**src/rtl/iter_alu.sv**
```systemverilog
// iter_alu: registered 32-bit execute-stage ALU.
// Single-cycle ops complete on the accepting edge. MUL is an iterative
// shift-add multiply behind a valid/busy handshake so the pipeline can stall.
module iter_alu #(
    parameter int DATA_W = 32
) (
    input  logic              clk_i,
    input  logic              rst_i,
    input  logic              valid_i,
    input  logic [3:0]        ctrl_i,
    input  logic [DATA_W-1:0] src1_i,
    input  logic [DATA_W-1:0] src2_i,
    input  logic [4:0]        shamt_i,
    output logic [DATA_W-1:0] result_o,
    output logic              zero_o,
    output logic              overflow_o,
    output logic              valid_o,
    output logic              busy_o
);

    // Counter must be able to hold DATA_W itself, hence the extra bit.
    localparam int CNT_W = $clog2(DATA_W) + 1;

    localparam logic [0:0] S_IDLE = 1'b0;
    localparam logic [0:0] S_MUL  = 1'b1;

    localparam logic [3:0] OP_AND = 4'd0;
    localparam logic [3:0] OP_OR  = 4'd1;
    localparam logic [3:0] OP_ADD = 4'd2;
    localparam logic [3:0] OP_SUB = 4'd3;
    localparam logic [3:0] OP_SRA = 4'd5;
    localparam logic [3:0] OP_SLT = 4'd7;
    localparam logic [3:0] OP_MUL = 4'd8;
    localparam logic [3:0] OP_SLL = 4'd14;

    logic [0:0]        r_state;
    logic [DATA_W-1:0] r_result;
    logic              r_zero;
    logic              r_overflow;
    logic              r_valid;
    logic              r_busy;
    logic [DATA_W-1:0] r_mcand;
    logic [DATA_W-1:0] r_mplier;
    logic [DATA_W-1:0] r_acc;
    logic [CNT_W-1:0]  r_count;

    logic [DATA_W-1:0] w_sum;
    logic [DATA_W-1:0] w_diff;
    logic [DATA_W-1:0] w_alu_res;
    logic              w_alu_ovf;
    logic [DATA_W-1:0] w_acc_step;
    logic [CNT_W-1:0]  w_count_next;
    logic              w_mul_done;

    // Single-cycle result and signed overflow for the presented request.
    always_comb begin
        w_sum     = src1_i + src2_i;
        w_diff    = src1_i - src2_i;
        w_alu_res = '0;
        w_alu_ovf = 1'b0;
        case (ctrl_i)
            OP_AND: w_alu_res = src1_i & src2_i;
            OP_OR:  w_alu_res = src1_i | src2_i;
            OP_ADD: begin
                w_alu_res = w_sum;
                // Same operand signs, result sign flipped.
                w_alu_ovf = (src1_i[DATA_W-1] == src2_i[DATA_W-1]) &&
                            (w_sum[DATA_W-1] != src1_i[DATA_W-1]);
            end
            OP_SUB: begin
                w_alu_res = w_diff;
                // Effective addend is -src2, so the signs must differ.
                w_alu_ovf = (src1_i[DATA_W-1] != src2_i[DATA_W-1]) &&
                            (w_diff[DATA_W-1] != src1_i[DATA_W-1]);
            end
            OP_SRA: w_alu_res = $unsigned($signed(src2_i) >>> shamt_i);
            OP_SLT: w_alu_res = {{(DATA_W-1){1'b0}},
                                 ($signed(src1_i) < $signed(src2_i))};
            OP_SLL: w_alu_res = src2_i << shamt_i;
            default: begin
                w_alu_res = '0;
                w_alu_ovf = 1'b0;
            end
        endcase
    end

    // One shift-add iteration; the final iteration's sum is the product.
    always_comb begin
        w_acc_step   = r_mplier[0] ? (r_acc + r_mcand) : r_acc;
        w_count_next = r_count + 1'b1;
        w_mul_done   = (r_state == S_MUL) && (w_count_next == CNT_W'(DATA_W));
    end

    // Control FSM, multiply datapath and registered outputs.
    always_ff @(posedge clk_i) begin
        if (rst_i) begin
            r_state    <= S_IDLE;
            r_result   <= '0;
            r_zero     <= 1'b1;
            r_overflow <= 1'b0;
            r_valid    <= 1'b0;
            r_busy     <= 1'b0;
            r_mcand    <= '0;
            r_mplier   <= '0;
            r_acc      <= '0;
            r_count    <= '0;
        end else begin
            r_valid <= 1'b0;
            case (r_state)
                S_IDLE: begin
                    if (valid_i) begin
                        if (ctrl_i == OP_MUL) begin
                            r_mcand  <= src1_i;
                            r_mplier <= src2_i;
                            r_acc    <= '0;
                            r_count  <= '0;
                            r_busy   <= 1'b1;
                            r_state  <= S_MUL;
                        end else begin
                            r_result   <= w_alu_res;
                            r_zero     <= (w_alu_res == '0);
                            r_overflow <= w_alu_ovf;
                            r_valid    <= 1'b1;
                        end
                    end
                end
                S_MUL: begin
                    r_acc    <= w_acc_step;
                    r_mcand  <= r_mcand << 1;
                    r_mplier <= r_mplier >> 1;
                    r_count  <= w_count_next;
                    if (w_mul_done) begin
                        r_result   <= w_acc_step;
                        r_zero     <= (w_acc_step == '0);
                        r_overflow <= 1'b0;
                        r_valid    <= 1'b1;
                        r_busy     <= 1'b0;
                        r_count    <= '0;
                        r_state    <= S_IDLE;
                    end
                end
                default: begin
                    r_state <= S_IDLE;
                    r_busy  <= 1'b0;
                end
            endcase
        end
    end

    assign result_o   = r_result;
    assign zero_o     = r_zero;
    assign overflow_o = r_overflow;
    assign valid_o    = r_valid;
    assign busy_o     = r_busy;

endmodule

```
**config.mk**
```make
export PLATFORM = sky130hd
export DESIGN_NAME = iter_alu
export DESIGN_NICKNAME = d
export VERILOG_FILES = /design/src/rtl/iter_alu.sv
export SDC_FILE = /design/constraint.sdc
export NUM_CORES = 1
export LEC_CHECK = 0
export CAP_MARGIN = 10
export CORE_ASPECT_RATIO = 1.2
export CORE_MARGIN = 4
export CORE_UTILIZATION = 54
export DETAILED_ROUTE_END_ITERATION = 7
export PLACE_DENSITY = 0.83
export SLEW_MARGIN = 20
export SYNTH_ARGS = -nofsm -noshare
export SYNTH_HDL_FRONTEND = slang
export SYNTH_SLANG_ARGS = --single-unit
```
**constraint.sdc**
```tcl
create_clock -name clk_i -period 15.9 [get_ports clk_i]
set_input_delay 4.77 -clock clk_i [delete_from_list [all_inputs] [get_ports clk_i]]
set_output_delay 4.77 -clock clk_i [all_outputs]
set_load 0.05 [all_outputs]
```
==> results.json <==
{
  "outcome": "finished, final reports clean",
  "syn_area_per_cell_um2": 7.09,
  "ant_nets": 0,
  "syn2layout_area_growth_pct": 9.79,
  "layout.cells.most_common": "nor2_1",
  "drv_slew": 0,
  "ios": 112,
  "grt_pass1_wl_mm": 110,
  "cts_resized": 0,
  "maxSlewHeadroom": 0.268,
  "grt_antenna_before_repair": 0,
  "dieHeight_um": 203,
  "mostFrequentLayoutCells": "nor2_1, a21oi_1, nand2_1, ha_1, dfxtp_1",
  "worst_ep_required_time_ps": 16260,
  "tns_ps": 0,
  "die_w_um": 171,
  "syn_nets": 2645,
  "seq_area_frac_synth": 0.162,
  "fin_crit_sh": 0.605,
  "grt_max_degree": 86,
  "drive_gt1_frac": 0.0729,
  "fp-row-count": 71,
  "synth.distinct_cells": 87,
  "hold_violations": 0,
  "grt_pass1_vias": 18400,
  "place.gp.congestion": 1.11,
  "tightest_slew_ps": 1090,
  "cts_buffers": 17,
  "async_reset_ff_frac": 0,
  "cts_sinks": 139,
  "cpMaxStageDelayCell": "o41ai_1",
  "port_buffers": 111,
  "fillers": 2992,
  "ys_top_cells_by_area": "dfxtp_1, ha_1, a21oi_1",
  "yosys_warnings": 0,
  "overflow": 0,
  "post_cts.repair.setup_buffers": 0,
  "track_usage": 0.412,
  "ys_ff_latch": 139,
  "place_ws_ps": 6070,
  "ir_drop_uv": 58.7,
  "first_iter_violations": 2390,
  "fin_ws_ps": 6280,
  "final_nets": 2621,
  "initial_utilization": 0.548,
  "firstDrtPassIters": 6,
  "path_max_fanout": 73,
  "core_area_mm2": 0.0314,
  "syn_area_mm2": 0.0172,
  "rsz0062_at_grt": "no",
  "timing.fmax_ghz": 0.104,
  "postCtsHoldBufs": 0,
  "drv_cap": 0,
  "max_stage_delay_ps": 800,
  "wl_mm": 73.7,
  "fin_crit_ps": 9620,
  "dp_cells": 2784,
  "wl_per_cell_um": 26.2,
  "dpl-instance-area_mm2": 0.0183,
  "synthCells": 2426,
  "crit_path_end_kind": "flop",
  "setup_viol": 0,
  "cts_htree_levels": 4,
  "synth-edff-count": 0,
  "yosysTopAreaCellShare": 0.162,
  "final_cells": 2816,
  "dp_hpwl_mm": 55.4,
  "synth_top_area_cell": "dfxtp_1",
  "finalClockSkew_ps": 16.2,
  "power_per_cell_area_mw_per_mm2": 65.8,
  "worst_setup_hold_path_clk_slew_ps": 70,
  "worstPathArrival_ps": 9980,
  "worstSkewPairLatency_ps": 450,
  "tritoncts": "yes",
  "synth_ff_type": "dfxtp_1",
  "start_kind": "primary input",
  "cts_root_buffer": "clkbuf_16",
  "drc": 0,
  "cts_buffer_depth": 2,
  "num_vias": 19400,
  "final_cell_area_mm2": 0.0189,
  "vias_per_cell": 6.88,
  "critPathKind": "primary input to flop",
  "diodes": 0,
  "p_leak_uw": 0.00778,
  "fp.dieArea_mm2": 0.0348,
  "hold_path.class": "flop to flop",
  "crit_chain": "buf_4 > buf_4 > mux4_2 > mux2i_1 > o21ai_0 > a221oi_1 > o21ai_0 > o41ai_1 > nand4_1 > nor3_1 > nand4_1 > o41a_1 > o31ai_1"
}
==> metal layers <==
| layer | track usage | share of wire |
|---|---|---|
| met4 | 0.258 | 0.079 |
| met3 | 0.0940 | 0.096 |
| met2 | 0.641 | 0.44 |
| met1 | 0.516 | 0.38 |
| met5 | 0 | 0 |
==> Yosys cell counts, drive strengths merged (12+ instances only) <==
master / number
a211o: 15
a211oi: 40
a21o: 24
a21oi: 334
a221oi: 13
a31oi: 19
and3: 12
buf: 64
clkbuf: 126
dfxtp: 139
ha: 140
inv: 104
mux2: 32
mux2i: 81
mux4: 49
nand2: 194
nand2b: 26
nand3: 50
nand4: 18
nor2: 415
nor2b: 16
nor3: 51
nor4: 20
o211ai: 37
o21ai: 119
o22ai: 17
o31ai: 12
xnor2: 40
==> report_power, final <==
group,leakage [uW],switching (uW),internal (uW)
clock network,0.000292,189,227
registers,0.00112,5.84,355
logic,0.00636,308,157
total,0.00778,503,739
==> area by class of cell <==
type	count	area [um^2]	share of cell area
clock buffer	18	439	0.0233
clock inverter	14	151	0.00802
inverter	107	402	0.0213
multi-input combinational	1990	13200	0.701
sequential	139	2790	0.148
tap	401	502	0.0266
timing repair buffer	147	1360	0.0719
==> worst max-delay path, delay by kind of cell <==
kind / cells / cell delay, ps
compound gates: 6 / 1950
buf+inv: 2 / 1350
mux: 2 / 1230
simple gates: 3 / 640
==> flip-flops by register name, summed over array words and instances (netlist names), 6 cells and up <==
name / flops
r_count: 6
r_mcand: 32
result_o: 32
r_mplier: 32
r_acc: 32
==> path summary, 6_finish.rpt <==
check                     from            to  slack (ps)  cells past startpoint
setup / recovery    shamt_i[1]        zero_o        6280                     13
hold / removal    result_o[13]  result_o[13]         450                      2
setup reg to reg      r_acc[1]        zero_o       11260                     14
hold reg to reg   result_o[13]  result_o[13]         450                      2
==> kinds of logic (layout without fill, tap and decap cells) <==
kind of cell	count (synthesis)	in the layout	synth area share
and+or+nand+nor	865	865	0.224
AOI/OAI and AO/OA	769	769	0.280
buffers and inverters	297	286	0.0693
muxes	162	162	0.134
adders and majority gates	143	143	0.105
DFF	139	139	0.162
xor gates and xnor gates	51	51	0.0260
==> per-stage QoR <==
stage	hold WS, ps	total power [uW]	utilization
finish	455	1240	0.602
global route	476	1280	0.602
CTS	456	1230	0.602
detailed placement	441	814	0.583
global placement	442	813	0.583
floorplan	451	658	-
No activity file was read; power rests on OpenSTA's default activity.
